## src/rtl/sqrt_seq_ctrl.sv

```systemverilog
//------------------------------------------------------------------------------
// Module      : sqrt_seq_ctrl
// Description : Sequential integer square root using the restoring
//               digit-by-digit method, one root bit per clock. Accepts a
//               WIDTH-bit radicand on start and returns floor(sqrt(x)) plus
//               the remainder x - root^2 with a one-cycle done pulse.
//               Optional macro SQRT_ROUND_EN rounds the root output to nearest
//               (saturating); rem always stays unrounded.
// Revision    : 1.0 - initial release
//------------------------------------------------------------------------------
`default_nettype none

module sqrt_seq_ctrl #(
    parameter int WIDTH = 16
) (
    input  logic                 clk,
    input  logic                 rst_n,
    input  logic                 start,
    input  logic [WIDTH-1:0]     radicand,
    output logic                 busy,
    output logic                 done,
    output logic [WIDTH/2-1:0]   root,
    output logic [WIDTH/2:0]     rem
);

    localparam int N     = WIDTH / 2;
    localparam int CNT_W = (N > 1) ? $clog2(N) : 1;

    localparam logic [1:0] c_IDLE = 2'd0;
    localparam logic [1:0] c_CALC = 2'd1;
    localparam logic [1:0] c_DONE = 2'd2;

    localparam logic [CNT_W-1:0] c_LAST = CNT_W'(N - 1);

    logic [1:0]        state_q,     state_d;
    logic [WIDTH-1:0]  work_x_q,    work_x_d;
    logic [N+1:0]      work_rem_q,  work_rem_d;
    logic [N-1:0]      work_root_q, work_root_d;
    logic [CNT_W-1:0]  cnt_q,       cnt_d;
    logic [N-1:0]      root_q,      root_d;
    logic [N:0]        rem_q,       rem_d;

    logic [1:0]        w_pair;
    logic [N+4:0]      w_trial;
    logic              w_neg;
    logic [N+1:0]      w_rem_next;
    logic [N-1:0]      w_root_next;
    logic [N-1:0]      w_root_out;
    logic              w_unused_bits;

    // One restoring iteration: try subtracting (4*root + 1) from the shifted remainder
    always_comb begin
        w_pair      = work_x_q[WIDTH-1 -: 2];
        w_trial     = {1'b0, work_rem_q, w_pair} - {3'b000, work_root_q, 2'b01};
        w_neg       = w_trial[N+4];
        // Partial remainder never exceeds 2*root, so the upper bits dropped here are zero
        w_rem_next  = w_neg ? {work_rem_q[N-1:0], w_pair} : w_trial[N+1:0];
        w_root_next = {work_root_q[N-2:0], ~w_neg};
    end

`ifdef SQRT_ROUND_EN
    logic w_round_up;

    // Round to nearest: floor_rem > floor_root means x is past (root+0.5)^2; saturate at all-ones
    always_comb begin
        w_round_up = (w_rem_next[N:0] > {1'b0, w_root_next}) && (w_root_next != '1);
        w_root_out = w_root_next + N'(w_round_up);
    end
`else
    // Floor result passes straight through
    always_comb begin
        w_root_out = w_root_next;
    end
`endif

    assign w_unused_bits = ^{w_trial[N+3:N+2], work_rem_q[N+1:N], w_rem_next[N+1]};

    // Control FSM and datapath next-state
    always_comb begin
        state_d     = state_q;
        work_x_d    = work_x_q;
        work_rem_d  = work_rem_q;
        work_root_d = work_root_q;
        cnt_d       = cnt_q;
        root_d      = root_q;
        rem_d       = rem_q;
        case (state_q)
            c_IDLE, c_DONE: begin
                if (start) begin
                    work_x_d    = radicand;
                    work_rem_d  = '0;
                    work_root_d = '0;
                    cnt_d       = '0;
                    state_d     = c_CALC;
                end else begin
                    state_d     = c_IDLE;
                end
            end
            c_CALC: begin
                work_x_d    = {work_x_q[WIDTH-3:0], 2'b00};
                work_rem_d  = w_rem_next;
                work_root_d = w_root_next;
                if (cnt_q == c_LAST) begin
                    cnt_d   = '0;
                    root_d  = w_root_out;
                    rem_d   = w_rem_next[N:0];
                    state_d = c_DONE;
                end else begin
                    cnt_d   = cnt_q + 1'b1;
                end
            end
            default: begin
                state_d = c_IDLE;
            end
        endcase
    end

    // State and datapath registers with synchronous active-low reset
    always_ff @(posedge clk) begin
        if (!rst_n) begin
            state_q     <= c_IDLE;
            work_x_q    <= '0;
            work_rem_q  <= '0;
            work_root_q <= '0;
            cnt_q       <= '0;
            root_q      <= '0;
            rem_q       <= '0;
        end else begin
            state_q     <= state_d;
            work_x_q    <= work_x_d;
            work_rem_q  <= work_rem_d;
            work_root_q <= work_root_d;
            cnt_q       <= cnt_d;
            root_q      <= root_d;
            rem_q       <= rem_d;
        end
    end

    assign busy = (state_q == c_CALC);
    assign done = (state_q == c_DONE);
    assign root = root_q;
    assign rem  = rem_q;

endmodule

`default_nettype wire

```

## config.mk

```make
export PLATFORM = sky130hd
export DESIGN_NAME = sqrt_seq_ctrl
export DESIGN_NICKNAME = d
export VERILOG_FILES = /design/src/rtl/sqrt_seq_ctrl.sv
export SDC_FILE = /design/constraint.sdc
export NUM_CORES = 1
export LEC_CHECK = 0
export CAP_MARGIN = 20
export CELL_PAD_IN_SITES_DETAIL_PLACEMENT = 0
export CELL_PAD_IN_SITES_GLOBAL_PLACEMENT = 1
export CORE_MARGIN = 5
export CORE_UTILIZATION = 42
export CTS_BUF_LIST = sky130_fd_sc_hd__clkbuf_8
export CTS_CLUSTER_SIZE = 14
export DETAILED_ROUTE_END_ITERATION = 16
export PLACE_DENSITY = 0.84
export SLEW_MARGIN = 20
export SYNTH_ARGS = -nofsm -noshare
export SYNTH_HDL_FRONTEND = slang
export SYNTH_SLANG_ARGS = --single-unit
```

## constraint.sdc

```tcl
create_clock -name clk -period 2.7 [get_ports clk]
set_input_delay 0.54 -clock clk [delete_from_list [all_inputs] [get_ports clk]]
set_output_delay 0.54 -clock clk [all_outputs]
set_load 0.05 [all_outputs]
```

==> results of run 1 <==
-- worst max-delay path by stage --
| stage | start | to | cells after the start |
|---|---|---|---|
| floorplan | work_root_q[5] | rem[7] | 9 |
| global placement | work_root_q[5] | work_rem_q[1] | 8 |
| detailed placement | work_root_q[5] | work_rem_q[1] | 8 |
| CTS | work_root_q[5] | work_rem_q[1] | 8 |
| global route | work_root_q[5] | rem[6] | 8 |
| finish | work_root_q[5] | work_rem_q[1] | 8 |
-- flip-flops by register name, summed over array words and instances (netlist names) --
register     count
rem              9
work_root_q      8
cnt_q            3
work_x_q        16
state_q          2
work_rem_q      10
root             8
-- per-stage QoR --
stage	utilization, %	hold slack, ns
2_1_floorplan	-	0.444
3_3_place_gp	50.5	0.445
3_5_place_dp	50.5	0.452
4_1_cts	52.4	0.468
5_1_grt	52.4	0.487
6_report	52.4	0.465
-- power breakdown --
part	switching, uW	total (uW)	internal [uW]
Sequential	72.0	987	915
Combinational	873	1570	694
Clock	272	549	277
Total	1220	3100	1890
-- cell type report --
class                      instances  area, um2
inverter                          13       48.8
clock inverter                     3       42.5
fill                             555       2820
tap                               75       93.8
timing repair buffer              44        420
sequential                        56       1120
multi-input combinational        209       1310
clock buffer                       5       68.8
-- cell families after synthesis --
logic type                 share of synthesized area [%]
AOI/OAI and AO/OA                                   19.1
xor gates and xnor gates                            2.40
adders and majority gates                           5.39
buffers and inverters                               5.00
DFF                                                 43.9
muxes                                               8.03
and+or+nand+nor                                     16.2
-- cells in the mapped netlist, types with 2 or more instances --
cell and n:
nor3_1 6, a211oi_1 15, buf_2 2, clkbuf_1 13, nor3_2 2, nor2b_1 3
nand2b_1 3, a21oi_1 19, xnor2_1 7, mux2i_1 19, o31ai_1 2, o211ai_1 2
inv_1 12, a22oi_1 11, nor2_1 44, nand3_1 3, o21ai_1 13, dfxtp_1 56
o21ai_0 7, ha_1 11, nand2_1 27
-- metal layers --
layer	vias up	GRT usage, %	part of all wire [%]
met2	28	25.3	47
met3	5	3.01	2.5
li1	1100	-	-
met4	0	4.60	1.2
met1	978	21.9	49
met5	-	0	0
-- worst max-delay path, cell delays in order (launching register included) --
cell     delay (ns)
dfxtp_1        0.40
inv_1          0.07
ha_1           0.33
a21oi_1        0.31
and4b_1        0.24
nor2_1         0.11
nand2_2        0.23
mux2_4         0.38
o21ai_1        0.12
==> impl_metrics.py, run 1 <==
metrics = {
    "timing": {
        "slew_violations": 0,
        "setup_viol": 0,
        "finalHoldViolCount": 0,
        "worst_slack_ns": 0.447,
        "fin_skew_ns": 0.0115,
        "finalCriticalPeriod_ns": 2.25,
        "fmax_mhz": 444,
        "rsz0062_at_grt": "no",
        "fin_crit_sh_pct": 83.5,
        "setup-tns-final_ns": 0,
        "relSlewSlack_pct": 44.5,
        "worstMarginPinSlew_ns": 0.829,
    },
    "synth": {
        "synth.yosys.warnings": 0,
        "yosysUniqueCellTypes": 38,
        "ys_ff_latch": 56,
        "synth_top_area_share_pct": 43.9,
        "synth_edf_count": 0,
        "synth_fp_nets": 324,
        "seq_area_frac_synth_pct": 43.9,
        "yosysTopAreaCell": "dfxtp_1",
        "async_flop_share_pct": 0,
        "synth_area_leaders": "dfxtp_1 (44%), mux2i_1 (7.4%), nor2_1 (6.5%)",
        "synth_area_per_cell_um2": 8.69,
        "synthCells": 294,
        "ys.flop_type": "dfxtp_1",
        "syn_area_um2": 2550,
    },
    "finish": {
        "layout_commonest_cell": "dfxtp_1",
        "syn_to_final_growth_pct": 21.5,
        "fin_area_um2": 3100,
        "fin_cells": 405,
        "antenna_cells": 0,
        "most-common-layout-cells": "dfxtp_1 (56), nor2_1 (44), clkdlybuf4s50_1 (36)",
        "nets": 359,
        "drive_gt1_share_pct": 6.36,
    },
    "flow_run": {
        "cap_viol_max_count": 0,
    },
    "floorplan": {
        "core-area_um2": 5920,
        "num_rows": 28,
        "die_x_um": 88.0,
        "die_area_um2": 7740,
        "die_y_um": 88.0,
        "start_util_pct": 43.2,
        "ios": 38,
    },
    "global_routing": {
        "grt_pass1_wl_mm": 9.69,
        "grt_max_degree": 30,
        "track_usage_pct": 15.9,
        "antenna_found_initial": 0,
        "globalRouteOverflowTotal": 0,
        "grt_pass1_vias": 2061,
    },
    "cts": {
        "path_clk_slew_ns": 0.10,
        "clockRootBuffer": "clkbuf_8",
        "cts_tree": "yes",
        "clock_latency_ns": 0.31,
        "cts-htree-levels": 2,
        "post_cts_buffers": 0,
        "clk_path_buf_depth": 2,
        "cts_hold_buf": 0,
        "cts_resized": 0,
        "cts.sinks": 56,
        "cts-buffers-inserted": 5,
    },
    "setup_path": {
        "cp_max_fo": 11,
        "worstReg2RegStart": "work_root_q[5]",
        "worstSetupEndpointType": "flip-flop",
        "worstSetupStartpointType": "flip-flop",
        "required_ns": 2.95,
        "reg2reg_depth": 8,
        "arrival_ns": 2.50,
        "reg2reg_slack_ns": 0.45,
        "path_class": "flip-flop to flip-flop",
        "r2r-end": "work_rem_q[1]",
    },
    "routing": {
        "drc": 0,
        "routed_wirelength_mm": 5.71,
        "drt_iter0_drc": 98,
        "firstDrtPassIters": 4,
        "wl_per_cell_um": 14.1,
        "vias": 2111,
        "final_antenna_net_count": 0,
        "via_per_inst": 5.21,
    },
    "hold_path": {
        "whs_path_depth": 2,
        "hold_class": "flip-flop to flip-flop",
        "min_to": "root[4]",
        "worstHoldStart": "root[4]",
    },
    "power": {
        "power_density_nw_per_um2": 999,
        "p_total_uw": 3100,
        "peakVddDrop_mv": 0.616,
        "p_leak_uw": 0.00119,
    },
    "placement": {
        "io_buffers": 37,
        "placed_area_um2": 2990,
        "place_congestion": 0.790,
        "pre_cts_ws_ns": 0.463,
        "dp_hpwl_mm": 4.17,
        "dp.cells": 397,
    },
    "outcome": {
        "status": "complete, no violations",
    },
}
(Power assumes the default switching activity.)
==> run 2: changes to the inputs <==
==> constraint.sdc (replaced) <==
create_clock -name clk -period 2.2 [get_ports clk]
set_input_delay 0.44 -clock clk [delete_from_list [all_inputs] [get_ports clk]]
set_output_delay 0.44 -clock clk [all_outputs]
set_load 0.05 [all_outputs]
==> run 2 against run 1 <==
Against the previous run: register-to-register slack lost 0.31 ns; setup slack worse by 0.31 ns; routed wire length is 0.61% lower; worst hold slack worse by 0.0021 ns; via count rose by 0.19%; critical path depth fell by 1; highest routed layer unchanged.
==> impl_metrics.py, run 2 (synthesis gave the netlist of run 1 again) <==
metrics = {
    "finish": {
        "layout_commonest_cell": "dfxtp_1",
        "antenna_cells": 0,
        "utilization_pct": 53.6,
        "regMostFlops": "work_x_q",
        "drive_gt1_share_pct": 9.55,
        "largest_register_ffs": 16,
        "syn_to_final_growth_pct": 24.3,
        "fill_cells": 563,
        "most-common-layout-cells": "dfxtp_1 (55), nor2_1 (44), clkdlybuf4s50_1 (36)",
        "fin_area_um2": 3180,
        "nets": 364,
    },
    "hold_path": {
        "hold_class": "flip-flop to flip-flop",
    },
    "cts": {
        "clock_latency_ns": 0.31,
        "cts-buffers-inserted": 5,
        "cts_tree": "yes",
        "path_clk_slew_ns": 0.10,
        "clk_path_buf_depth": 2,
        "cts_hold_buf": 0,
        "cts-htree-levels": 2,
        "cts.sinks": 56,
        "clockRootBuffer": "clkbuf_8",
    },
    "floorplan": {
        "die_area_um2": 7740,
        "core-area_um2": 5920,
        "start_util_pct": 43.2,
        "ios": 38,
        "die_x_um": 88.0,
        "num_rows": 28,
        "die_y_um": 88.0,
    },
    "placement": {
        "dp_hpwl_mm": 4.10,
        "pre_cts_ws_ns": 0.0546,
        "place_congestion": 0.817,
        "io_buffers": 37,
        "placed_area_um2": 3020,
    },
    "setup_path": {
        "arrival_ns": 2.30,
        "worstSetupEndpointType": "flip-flop",
        "cp_max_fo": 10,
        "path_class": "flip-flop to flip-flop",
        "worstSetupStartpointType": "flip-flop",
        "required_ns": 2.44,
    },
    "timing": {
        "worstMarginPinSlew_ns": 0.856,
        "setup_viol": 0,
        "fin_crit_sh_pct": 93.6,
        "fmax_mhz": 486,
        "fin_skew_ns": 0.0111,
        "worst_slack_ns": 0.140,
        "relSlewSlack_pct": 42.7,
        "finalHoldViolCount": 0,
        "slew_violations": 0,
        "hold_ws_ns": 0.463,
        "rsz0062_at_grt": "yes",
        "finalCriticalPeriod_ns": 2.06,
    },
    "routing": {
        "via_per_inst": 5.16,
        "drt_iter0_drc": 101,
        "wl_per_cell_um": 13.8,
        "vias": 2115,
        "final_antenna_net_count": 0,
        "firstDrtPassIters": 4,
        "drc": 0,
        "routed_wirelength_mm": 5.67,
    },
    "global_routing": {
        "busiest_layer": "met2",
        "met2_usage_pct": 24.2,
        "globalRouteOverflowTotal": 0,
        "grt_use_met3_pct": 2.82,
        "grt_max_degree": 38,
        "antenna_found_initial": 0,
        "use_met1_pct": 21.9,
        "grt_pass1_vias": 2048,
        "grt_pass1_wl_mm": 9.57,
        "track_usage_pct": 15.5,
    },
    "outcome": {
        "status": "complete, no violations",
    },
    "power": {
        "power_density_nw_per_um2": 1280,
        "p_leak_uw": 0.00121,
        "p_total_uw": 4070,
        "peakVddDrop_mv": 1.17,
    },
    "flow_run": {
        "cap_viol_max_count": 0,
    },
}
[run 2: final timing paths]
path	cells past startpoint	slack [ns]	start	end
worst max-delay path	7	0.14	work_root_q[7]	work_rem_q[1]
worst min register to register	2	0.46	root[7]	root[7]
worst max register to register	7	0.14	work_root_q[7]	work_rem_q[1]
worst min-delay path	2	0.46	root[7]	root[7]
[run 2: final cells by class]
| cell class | count | area [um2] | area share, % |
|---|---|---|---|
| Sequential cell | 56 | 1120 | 35.3 |
| Inverter | 13 | 48.8 | 1.54 |
| Tap cell | 75 | 93.8 | 2.96 |
| Clock inverter | 2 | 38.8 | 1.22 |
| Multi-Input combinational cell | 209 | 1330 | 41.9 |
| Clock buffer | 6 | 82.6 | 2.60 |
| Timing Repair Buffer | 49 | 458 | 14.4 |
[run 2: metrics by stage]
step | TNS (ns) | instances
2_1_floorplan | 0 | 294
3_3_place_gp | 0 | 401
3_5_place_dp | 0 | 401
4_1_cts | 0 | 409
5_1_grt | -0.00449 | 410
6_report | 0 | 410
[run 2: metal layers]
metal  routed length (um)  vias up
met5                    0        -
li1                     -     1106
met1                 2920      983
met4                   53        0
met3                   88        5
met2                 2610       21
[run 2: worst max-delay path: stages (launching register included)]
cell	delay (ns)
dfxtp_1	0.35
inv_1	0.07
ha_1	0.28
a2111o_1	0.46
nor2_1	0.21
nand2_4	0.17
mux2_4	0.34
o21ai_1	0.12
[run 2: report_power, final]
part           leakage, uW  switching (uW)  internal (uW)
clock            0.0000614             333            373
combinational     0.000697            1160           1000
sequential        0.000456            84.3           1120
[run 2: what timing repair did]
action / 4_1_cts / 5_1_grt
buffers inserted: 0 / 1
resized for setup: 0 / 6
endpoints found under the setup margin: 0 / 17
==> run 3: changes to the inputs <==
--- a/config.mk
+++ b/config.mk
@@ -18,3 +18,4 @@
 export SYNTH_ARGS = -nofsm -noshare
 export SYNTH_HDL_FRONTEND = slang
 export SYNTH_SLANG_ARGS = --single-unit
+export TNS_END_PERCENT = 10
==> results of run 3 <==
Final layout, timing and power as in run 2 (identical DEF).
